==> src/rtl/modbus_rtu_responder.sv <==
// Modbus RTU responder: silence-delimited frame receive, CRC16 check, FC03/FC06 execution against a register bank.
// Build option MODBUS_INPUT_REGS_EN adds the regs_in port and FC04 (read input registers).
module modbus_rtu_responder #(
  parameter int ClkFrequency = 12000000,
  parameter int Baud         = 9600,
  parameter int SLAVE_ADDR   = 1,
  parameter int NUM_REGS     = 8
) (
  input  logic                    clk,
  input  logic                    rst,
  input  logic [7:0]              rx_data,
  input  logic                    rx_valid,
  output logic [7:0]              tx_data,
  output logic                    tx_start,
  input  logic                    tx_busy,
  output logic                    tx_enable,
  output logic [NUM_REGS*16-1:0]  regs_out,
`ifdef MODBUS_INPUT_REGS_EN
  input  logic [NUM_REGS*16-1:0]  regs_in,
`endif
  output logic                    reg_wr,
  output logic [7:0]              reg_wr_addr,
  output logic                    frame_ok,
  output logic                    crc_error
);
  localparam int BIT_CYC = ClkFrequency / Baud;
  localparam int T35     = 39 * BIT_CYC;
  localparam int SW      = $clog2(T35 + 1);
  localparam logic [SW-1:0] T35_C = SW'(T35);

  typedef enum logic [2:0] {IDLE, RECV, CHECK, EXEC, SEND, DRAIN} state_t;
  typedef enum logic [1:0] {K_READ, K_ECHO, K_EXC} kind_t;

  function automatic logic [15:0] crc_step(input logic [15:0] c, input logic [7:0] d);
    logic [15:0] r;
    r = c ^ {8'h00, d};
    for (int i = 0; i < 8; i++) r = r[0] ? ((r >> 1) ^ 16'hA001) : (r >> 1);
    return r;
  endfunction

  state_t         state, state_n;
  kind_t          kind;
  logic [7:0]     fbuf [8];
  logic [3:0]     rxlen;
  logic           ovf;
  logic [15:0]    rx_crc, tx_crc;
  logic [SW-1:0]  sil;
  logic [7:0]     rsp_len, tx_idx, exc_code, exc, tx_byte, rd_off, ridx;
  logic [15:0]    start, qty, rword;
  logic           is_rd, accept, hdr_ok, crc_ok, issue, last, seen_busy;
`ifdef MODBUS_INPUT_REGS_EN
  logic           rd_in, src_in;
`endif

  assign start     = {fbuf[2], fbuf[3]};
  assign qty       = {fbuf[4], fbuf[5]};
  assign tx_enable = (state == SEND) || (state == DRAIN);
  assign accept    = rx_valid && (state == IDLE || state == RECV);
  assign hdr_ok    = (rxlen == 4'd8) && !ovf && (fbuf[0] == 8'(SLAVE_ADDR) || fbuf[0] == 8'h00);
  assign crc_ok    = rx_crc == {fbuf[7], fbuf[6]};
  assign issue     = (state == SEND) && !tx_busy && !tx_start;
  assign last      = tx_idx == rsp_len + 8'd1;

  // Request decode; exc==0 means the request is executable.
  always_comb begin
    is_rd = fbuf[1] == 8'h03;
`ifdef MODBUS_INPUT_REGS_EN
    rd_in = fbuf[1] == 8'h04;
    is_rd = is_rd || rd_in;
`endif
    exc = 8'h00;
    if (is_rd) begin
      if (qty == 16'd0 || qty > 16'd125) exc = 8'h03;
      else if ({1'b0, start} + {1'b0, qty} > 17'(NUM_REGS)) exc = 8'h02;
    end else if (fbuf[1] == 8'h06) begin
      if (start >= 16'(NUM_REGS)) exc = 8'h02;
    end else exc = 8'h01;
  end

  // Response byte for the current tx_idx; CRC bytes follow the body.
  always_comb begin
    rd_off = tx_idx - 8'd3;
    ridx   = start[7:0] + {1'b0, rd_off[7:1]};
    rword  = 16'h0000;
    if (ridx < 8'(NUM_REGS)) begin
`ifdef MODBUS_INPUT_REGS_EN
      rword = src_in ? regs_in[int'(ridx)*16 +: 16] : regs_out[int'(ridx)*16 +: 16];
`else
      rword = regs_out[int'(ridx)*16 +: 16];
`endif
    end
    tx_byte = 8'h00;
    case (kind)
      K_EXC:   tx_byte = (tx_idx == 8'd0) ? fbuf[0] : (tx_idx == 8'd1) ? (fbuf[1] | 8'h80) : exc_code;
      K_ECHO:  tx_byte = fbuf[tx_idx[2:0]];
      default: tx_byte = (tx_idx == 8'd0) ? fbuf[0] : (tx_idx == 8'd1) ? fbuf[1] :
                         (tx_idx == 8'd2) ? (rsp_len - 8'd3) : (rd_off[0] ? rword[7:0] : rword[15:8]);
    endcase
    if (tx_idx == rsp_len) tx_byte = tx_crc[7:0];
    else if (last) tx_byte = tx_crc[15:8];
  end

  always_comb begin
    state_n = state;
    case (state)
      IDLE:    if (accept) state_n = RECV;
      RECV:    if (!accept && sil == T35_C && rxlen != 4'd0) state_n = CHECK;
      CHECK:   state_n = (hdr_ok && crc_ok) ? EXEC : IDLE;
      EXEC:    state_n = (fbuf[0] == 8'h00) ? IDLE : SEND;
      SEND:    if (issue && last) state_n = DRAIN;
      DRAIN:   if (seen_busy && !tx_busy) state_n = IDLE;
      default: state_n = IDLE;
    endcase
  end

  always_ff @(posedge clk or posedge rst)
    if (rst) state <= IDLE;
    else     state <= state_n;

  always_ff @(posedge clk or posedge rst) begin
    if (rst) begin
      for (int i = 0; i < 8; i++) fbuf[i] <= 8'h00;
      rxlen <= '0; ovf <= 1'b0; rx_crc <= 16'hFFFF; sil <= '0;
      tx_crc <= 16'hFFFF; tx_idx <= '0; rsp_len <= '0; exc_code <= '0; kind <= K_READ;
      seen_busy <= 1'b0; tx_data <= '0; tx_start <= 1'b0; regs_out <= '0;
      reg_wr <= 1'b0; reg_wr_addr <= '0; frame_ok <= 1'b0; crc_error <= 1'b0;
`ifdef MODBUS_INPUT_REGS_EN
      src_in <= 1'b0;
`endif
    end else begin
      frame_ok <= 1'b0; crc_error <= 1'b0; reg_wr <= 1'b0; tx_start <= 1'b0;
      if (accept) sil <= '0;
      else if (sil != T35_C) sil <= sil + 1'b1;
      if (accept) begin
        if (rxlen < 4'd8) begin
          fbuf[rxlen[2:0]] <= rx_data;
          rxlen <= rxlen + 4'd1;
          if (rxlen < 4'd6) rx_crc <= crc_step(rx_crc, rx_data);
        end else ovf <= 1'b1;
      end
      if (state == CHECK) begin
        rxlen <= '0; ovf <= 1'b0; rx_crc <= 16'hFFFF;
        if (hdr_ok) begin
          frame_ok  <= crc_ok;
          crc_error <= !crc_ok;
        end
      end
      if (state == EXEC) begin
        tx_idx <= '0; tx_crc <= 16'hFFFF; seen_busy <= 1'b0; exc_code <= exc;
`ifdef MODBUS_INPUT_REGS_EN
        src_in <= rd_in;
`endif
        if (exc != 8'h00) begin
          kind <= K_EXC; rsp_len <= 8'd3;
        end else if (is_rd) begin
          kind <= K_READ; rsp_len <= 8'd3 + {qty[6:0], 1'b0};
        end else begin
          // Write lands before the echo goes out, broadcast or not.
          kind <= K_ECHO; rsp_len <= 8'd6;
          regs_out[int'(start[7:0])*16 +: 16] <= qty;
          reg_wr <= 1'b1; reg_wr_addr <= start[7:0];
        end
      end
      if (issue) begin
        tx_data  <= tx_byte;
        tx_start <= 1'b1;
        tx_idx   <= tx_idx + 8'd1;
        if (tx_idx < rsp_len) tx_crc <= crc_step(tx_crc, tx_byte);
      end
      if (state == DRAIN && tx_busy) seen_busy <= 1'b1;
    end
  end
endmodule

==> config.mk <==
export PLATFORM = sky130hd
export DESIGN_NAME = modbus_rtu_responder
export DESIGN_NICKNAME = d
export VERILOG_FILES = /design/src/rtl/modbus_rtu_responder.sv
export SDC_FILE = /design/constraint.sdc
export NUM_CORES = 1
export LEC_CHECK = 0
export ABC_AREA = 0
export BUFFER_PORTS_ARGS = -buffer_cell sky130_fd_sc_hd__buf_2
export CELL_PAD_IN_SITES_DETAIL_PLACEMENT = 1
export CELL_PAD_IN_SITES_GLOBAL_PLACEMENT = 1
export CORE_MARGIN = 4
export CORE_UTILIZATION = 52
export CTS_BUF_LIST = sky130_fd_sc_hd__clkbuf_4
export DETAILED_ROUTE_END_ITERATION = 12
export PLACE_DENSITY = 0.85
export SYNTH_ARGS = -nofsm -noshare
export SYNTH_HDL_FRONTEND = slang
export SYNTH_SLANG_ARGS = --single-unit
==> constraint.sdc <==
create_clock -name clk -period 24 [get_ports clk]
set_clock_uncertainty 0.2 [all_clocks]
set_input_delay 1.2 -clock clk [delete_from_list [all_inputs] [get_ports clk]]
set_output_delay 1.2 -clock clk [all_outputs]
set_load 0.05 [all_outputs]
==> results of run 1 <==
[path summary, 6_finish.rpt]
check | startpoint | to | slack, ns | cells past startpoint
worst max-delay path | tx_idx[1]$_DFFE_PP0P_ | tx_crc[0]$_DFF_PP1_ | 17.72 | 14
worst min-delay path | tx_data[3]$_DFFE_PP0P_ | tx_data[3]$_DFFE_PP0P_ | 0.27 | 2
worst max register to register | tx_idx[1]$_DFFE_PP0P_ | tx_crc[0]$_DFF_PP1_ | 17.72 | 14
worst min register to register | tx_data[3]$_DFFE_PP0P_ | tx_data[3]$_DFFE_PP0P_ | 0.27 | 2
max in group asynchronous | rst | fbuf[34]$_DFFE_PP0P_ | 21.83 | 3
min in group asynchronous | rst | tx_data[3]$_DFFE_PP0P_ | 0.37 | 2
[flip-flops by register name (all words and copies together) (netlist names), 8 cells and up]
name,cells
rsp_len,8
reg_wr_addr,8
fbuf,64
tx_idx,8
rx_crc,16
regs_out,128
tx_crc,16
sil,16
tx_data,8
[cell families (layout without fill, tap and decap cells)]
logic type / count (synthesis) / after routing / share of synthesized area [%]
AND/OR/NAND/NOR: 607 / 607 / 16.7
AO/OA/AOI/OAI: 332 / 332 / 12.2
flip-flops: 289 / 289 / 44.4
buffers and inverters: 151 / 363 / 3.81
multiplexers: 135 / 135 / 12.5
XOR/XNOR: 109 / 109 / 6.40
adder cells (fa/ha/maj): 50 / 50 / 3.91
other: 0 / 1 / 0
[final cells by class]
| cell class | instances | area, sq um |
|---|---|---|
| Timing Repair Buffer | 179 | 956 |
| Fill cell | 3508 | 12400 |
| Antenna cell | 1 | 2.50 |
| Clock buffer | 107 | 803 |
| Inverter | 39 | 154 |
| Clock inverter | 38 | 198 |
| Tap cell | 396 | 495 |
| Sequential cell | 289 | 7270 |
| Multi-Input combinational cell | 1233 | 8510 |
[through the flow]
step                      total power, mW  util (%)  cell area [sq um]  instances  hold slack (ns)
after floorplan                      1.70         -              16400       1673            0.247
after global placement               1.97      56.4              17400       2136            0.256
after detailed placement             2.05      56.4              17400       2136            0.265
after CTS                            2.51      59.6              18400       2281            0.280
after global routing                 2.67      59.7              18400       2282            0.306
final                                2.53      59.7              18400       2282            0.271
[power breakdown]
group,switching (mW),internal [mW],leakage (nW)
Combinational,0.682,0.561,3.78
Clock,0.228,0.222,0.592
Sequential,0.241,0.597,3.77
Total,1.15,1.38,8.15
[cell usage in the layout (no fill, tap or decap), types with 19 or more instances in the layout]
cell,count
clkinv_1,24
mux2_2,68
mux4_2,49
clkbuf_4,107
dfstp_2,32
o21ai_0,180
ha_1,47
nor2_1,87
inv_1,34
xnor2_1,66
nor4_1,21
nor3_1,32
dfrtp_1,257
a21oi_1,48
nand4_1,22
xor2_1,36
nand3_1,30
o22ai_1,19
nand2_1,334
buf_2,160
[metal layers]
metal  vias up  share of wire [%]  global-route usage, %
li1       6249                  -                      -
met5         -                  0                      0
met3       193                 11                   9.64
met1      7576                 40                   48.5
met2       842                 45                   54.1
met4         0                4.5                   15.0
[worst register-to-register path, stage by stage, from the launching register on]
cell      delay (ns)
dfrtp_1         0.93
inv_1           0.28
ha_1            0.40
ha_2            1.06
mux4_2          0.64
mux2i_1         0.18
mux2i_1         0.11
o211ai_1        0.12
o221ai_1        0.14
mux2i_2         0.27
xnor3_1         0.49
xnor3_2         0.43
xor3_1          0.44
or3_1           0.32
a31oi_1         0.19
==> metrics.txt, run 1 <==
die area=34400 sq um; Synth area leader=dfrtp_1; count of different cell masters after synthesis=83; Root Driver=clkbuf_4; Avg Cell Area, Syn=9.78 sq um; Residual DRC=0; vias per inst=6.51; Syn Nets=1735; ys async rst share=100%; total leakage power=8.15 nW; actual slew at the worst max-slew pin=1.27 ns; Initial DRC Count=1464; H-Tree Depth=3; crit path kind=flop to flop; Max Cap Viol=0; final hold violation count=0; Routed WL per cell=26.6 um; vias=14.9k; clk_lat worst skew=0.80 ns; Final ANT Viol Nets=0; Bufs and invs on worst path=1; Slew HR=15.0%; cts repair resizes=0; post-synthesis sequential area ratio=44.4%; Mapped Cells=1673; max incr delay on CP=1.05 ns; Setup crit end kind=flop; cell mode on critical path=mux2i_1; Final Max Tran Viols=0; vias in the first global route=15.3k; Yosys top cell area share=39.3%; pre-CTS setup slack=17.78 ns; crit path launch type=flop; commonest cells in the netlist=334 x nand2_1, 257 x dfrtp_1, 180 x o21ai_0; Die Span Y=185 um; Die W=185 um; Final Critical Period=6.28 ns; setup TNS=0 ns; GRT Total Usage=35.6%; CTS Hold Bufs=0; Layout area overhead=12.4%; initial antenna violation count=1; fin worst setup slack=17.72 ns; synth top area cells=dfrtp_1 39%, nand2_1 7.7%, mux4_2 6.7%; Fmax=0.159 GHz; first-pass GRT wire length=92.8 mm; Peak VDD IR=124 uV; Final Setup Violations=0; DP Wirelength=42.3 mm; register bit total from synthesis=289; Required @ worst endpoint=24.47 ns; CTS buffer count=80; Initial DRT Pass Iterations=5; RSZ-0062 raised after global routing=no; clock buffer depth=3; largest net degree at the start of global routing=164; Slowest-stage cell, CP=ha_2; total I/O pin count=161; post-route clock period utilization=26.2%; CP Cell Sequence=inv_1 -> ha_1 -> ha_2 -> mux4_2 -> mux2i_1 -> mux2i_1 -> o211ai_1 -> o221ai_1 -> mux2i_2 -> xnor3_1 -> xnor3_2 -> xor3_1 -> or3_1 -> a31oi_1; Synth Warn #=0; post-CTS setup buffer count=0; Clock transition at path regs=0.06 ns; Mapped Area=16400 sq um; routability cong.=0.980; Starting Density=53.1%; family with the most delay on the worst path=adder cells; # rows=64; WL final=60.7 mm; top-count cell post-synth=nand2_1; ys flop type=dfrtp_1; CTS sink cnt=289; worst-path fanout max=32; Nets=1884; core area=30800 sq um; crit path DAT=6.74 ns; I/O Buffers=160; PD cells=138 nW/um^2; status=finished, final reports clean; ratio of cells with drive above 1 in the final layout=25.8%; number of synthesized flops with an enable pin=0; CTS tree=done; grt ovf=0; Worst Hold Class=flop to flop
Power figures use the tool's default switching activity.
==> run 2: changes to the inputs <==
- CORE_UTILIZATION: 52 -> 44
- PLACE_DENSITY: 0.85 -> 0.77
- clock period: 24 -> 5.5 ns (I/O delays scaled with it)
==> run 2 against run 1 <==
  * Combinational power rose to 4.8 times the previous value
  * Utilization is 7.8 points lower
  * Wire length fell by 3.7%
  * Cell count up 5.3%
  * Register-to-register slack got worse by 18 ns
  * Cell area is 3.2% higher
  * Critical path depth grew 2
  * Sequential share of layout area shrank 1.2 points
  * Worst hold slack got worse by 0.21 ns
==> metrics.txt, run 2 (synthesis results as in run 1) <==
status=finished, final reports clean; crit path to=tx_crc[0]$_DFF_PP1_; Required @ worst endpoint=6.00 ns; ratio of cells with drive above 1 in the final layout=27.6%; vias=14.4k; Root Driver=clkbuf_4; Fmax=0.189 GHz; RSZ-0062 raised after global routing=no; Nets=1927; Initial DRT Pass Iterations=5; vias in the first global route=15.1k; Final ANT Viol Nets=0; Worst Hold Class=input pin to async pin; DP Wirelength=41.0 mm; largest registers=regs_out (128), fbuf (64); layer with the highest usage=met2; max incr delay on CP=0.62 ns; Die W=201 um; crit path launch type=flop; placed inst area=17700 sq um; worst r2r dst=tx_crc[0]$_DFF_PP1_; Finished Cell Area=19000 sq um; RR Startpoint=tx_idx[0]$_DFFE_PP0P_; GRT met2 Usage=45.6%; clock buffer depth=3; Residual DRC=0; instance count on the critical path=16; Placed Instances=2234; PD cells=601 nW/um^2; Hold WS=0.0605 ns; # rows=70; crit path kind=flop to flop; core area=36600 sq um; Slew HR=24.0%; R2R setup slack=0.22 ns; vias per inst=5.98; Starting Density=44.7%; setup TNS=0 ns; Routed WL per cell=24.3 um; Layout area overhead=15.9%; Clock transition at path regs=0.06 ns; die area=40300 sq um; Peak VDD IR=410 uV; CTS sink cnt=289; Final Setup Violations=0; post-route clock period utilization=96.1%; Setup crit end kind=flop; family with the most delay on the worst path=XOR/XNOR gates; max reg flops=128; initial antenna violation count=1; Slowest-stage cell, CP=fa_2; actual slew at the worst max-slew pin=1.13 ns; Max Cap Viol=0; Critical Path Source=tx_idx[0]$_DFFE_PP0P_; most frequent cells in the layout=334 x nand2_1, 257 x dfrtp_1, 180 x o21ai_0; Tot Pwr=11.4 mW; first-pass GRT wire length=91.2 mm; Final Critical Period=5.28 ns; worst-path fanout max=16; final hold violation count=0; FF-to-FF path depth=16; total I/O pin count=161; CTS buffer count=83; Die Span Y=201 um; I/O Buffers=160; WL final=58.4 mm; total leakage power=8.41 nW; Most flops, register=regs_out; met3 Usage GRT=5.20%; H-Tree Depth=3; CP Cell Sequence=inv_1 -> ha_1 -> ha_2 -> inv_1 -> fa_2 -> buf_12 -> mux4_2 -> a22o_1 -> a221oi_1 -> or4_1 -> a31oi_2 -> xnor3_1 -> xnor3_2 -> xor3_1 -> or3_1 -> a31oi_1; grt ovf=0; Final Max Tran Viols=0; Initial DRC Count=924; GRT Total Usage=28.6%; Bufs and invs on worst path=3; M1 GR Usage=37.7%; routability cong.=0.922; largest net degree at the start of global routing=157; CTS tree=done; clk_lat worst skew=0.77 ns; crit path DAT=5.78 ns; leading cell type in the layout, fill and taps excluded=nand2_1; cell mode on critical path=inv_1; non-filler cells in the finished layout=2403
==> run 2: metal layers <==
layer	vias up	share of wire, %
met5	-	0
met4	0	4.8
met3	144	6.7
met2	569	47
met1	7304	41
li1	6351	-
==> run 2: metrics by stage <==
stage	worst slack [ns]	utilization, %
2_1_floorplan	0.246	-
3_3_place_gp	0.344	48.4
3_5_place_dp	0.219	48.4
4_1_cts	0.199	51.7
5_1_grt	0.0155	51.8
6_report	0.216	51.8
==> run 2: final cells by class <==
type                            count  area [sq um]
Multi-Input combinational cell   1233          8530
Inverter                           39           150
Fill cell                        4225         17600
Clock buffer                      127           953
Timing Repair Buffer              219          1340
Tap cell                          468           586
Sequential cell                   289          7270
Clock inverter                     26           138
Antenna cell                        2          5.00
==> run 2: worst min-delay path by stage <==
| stage | start | to | cells after the start |
|---|---|---|---|
| 2_1_floorplan | rx_valid | state[0]$_DFFE_PP0P_ | 2 |
| 3_5_place_dp | rx_crc[13]$_DFFE_PP1P_ | rx_crc[5]$_DFFE_PP1P_ | 2 |
| 6_report | rst | tx_data[3]$_DFFE_PP0P_ | 4 |
| 4_1_cts | rst | tx_data[4]$_DFFE_PP0P_ | 4 |
| 5_1_grt | rst | tx_data[3]$_DFFE_PP0P_ | 4 |
| 3_3_place_gp | rx_crc[10]$_DFFE_PP1P_ | rx_crc[2]$_DFFE_PP1P_ | 2 |
==> run 2: worst register-to-register path, stage by stage, from the launching register on <==
cell and delay (ns):
dfrtp_1 0.41, inv_1 0.15, ha_1 0.34, ha_2 0.21, inv_1 0.06, fa_2 0.62
buf_12 0.20, mux4_2 0.23, a22o_1 0.12, a221oi_1 0.06, or4_1 0.54, a31oi_2 0.32
xnor3_1 0.40, xnor3_2 0.43, xor3_1 0.45, or3_1 0.32, a31oi_1 0.17
==> run 2: repair_timing <==
action,CTS,global route
endpoints found under the setup margin,0,1
gates resized for setup,0,2
setup buffers,0,1
endpoints found under the hold margin,367,0
hold buffers,12,0
==> run 2: power breakdown <==
group | leakage (nW) | switching, mW | total, mW | internal [mW]
registers | 3.77 | 0.810 | 3.42 | 2.61
logic | 3.99 | 3.24 | 5.89 | 2.64
clock network | 0.648 | 0.994 | 2.10 | 1.10
total | 8.41 | 5.05 | 11.4 | 6.36
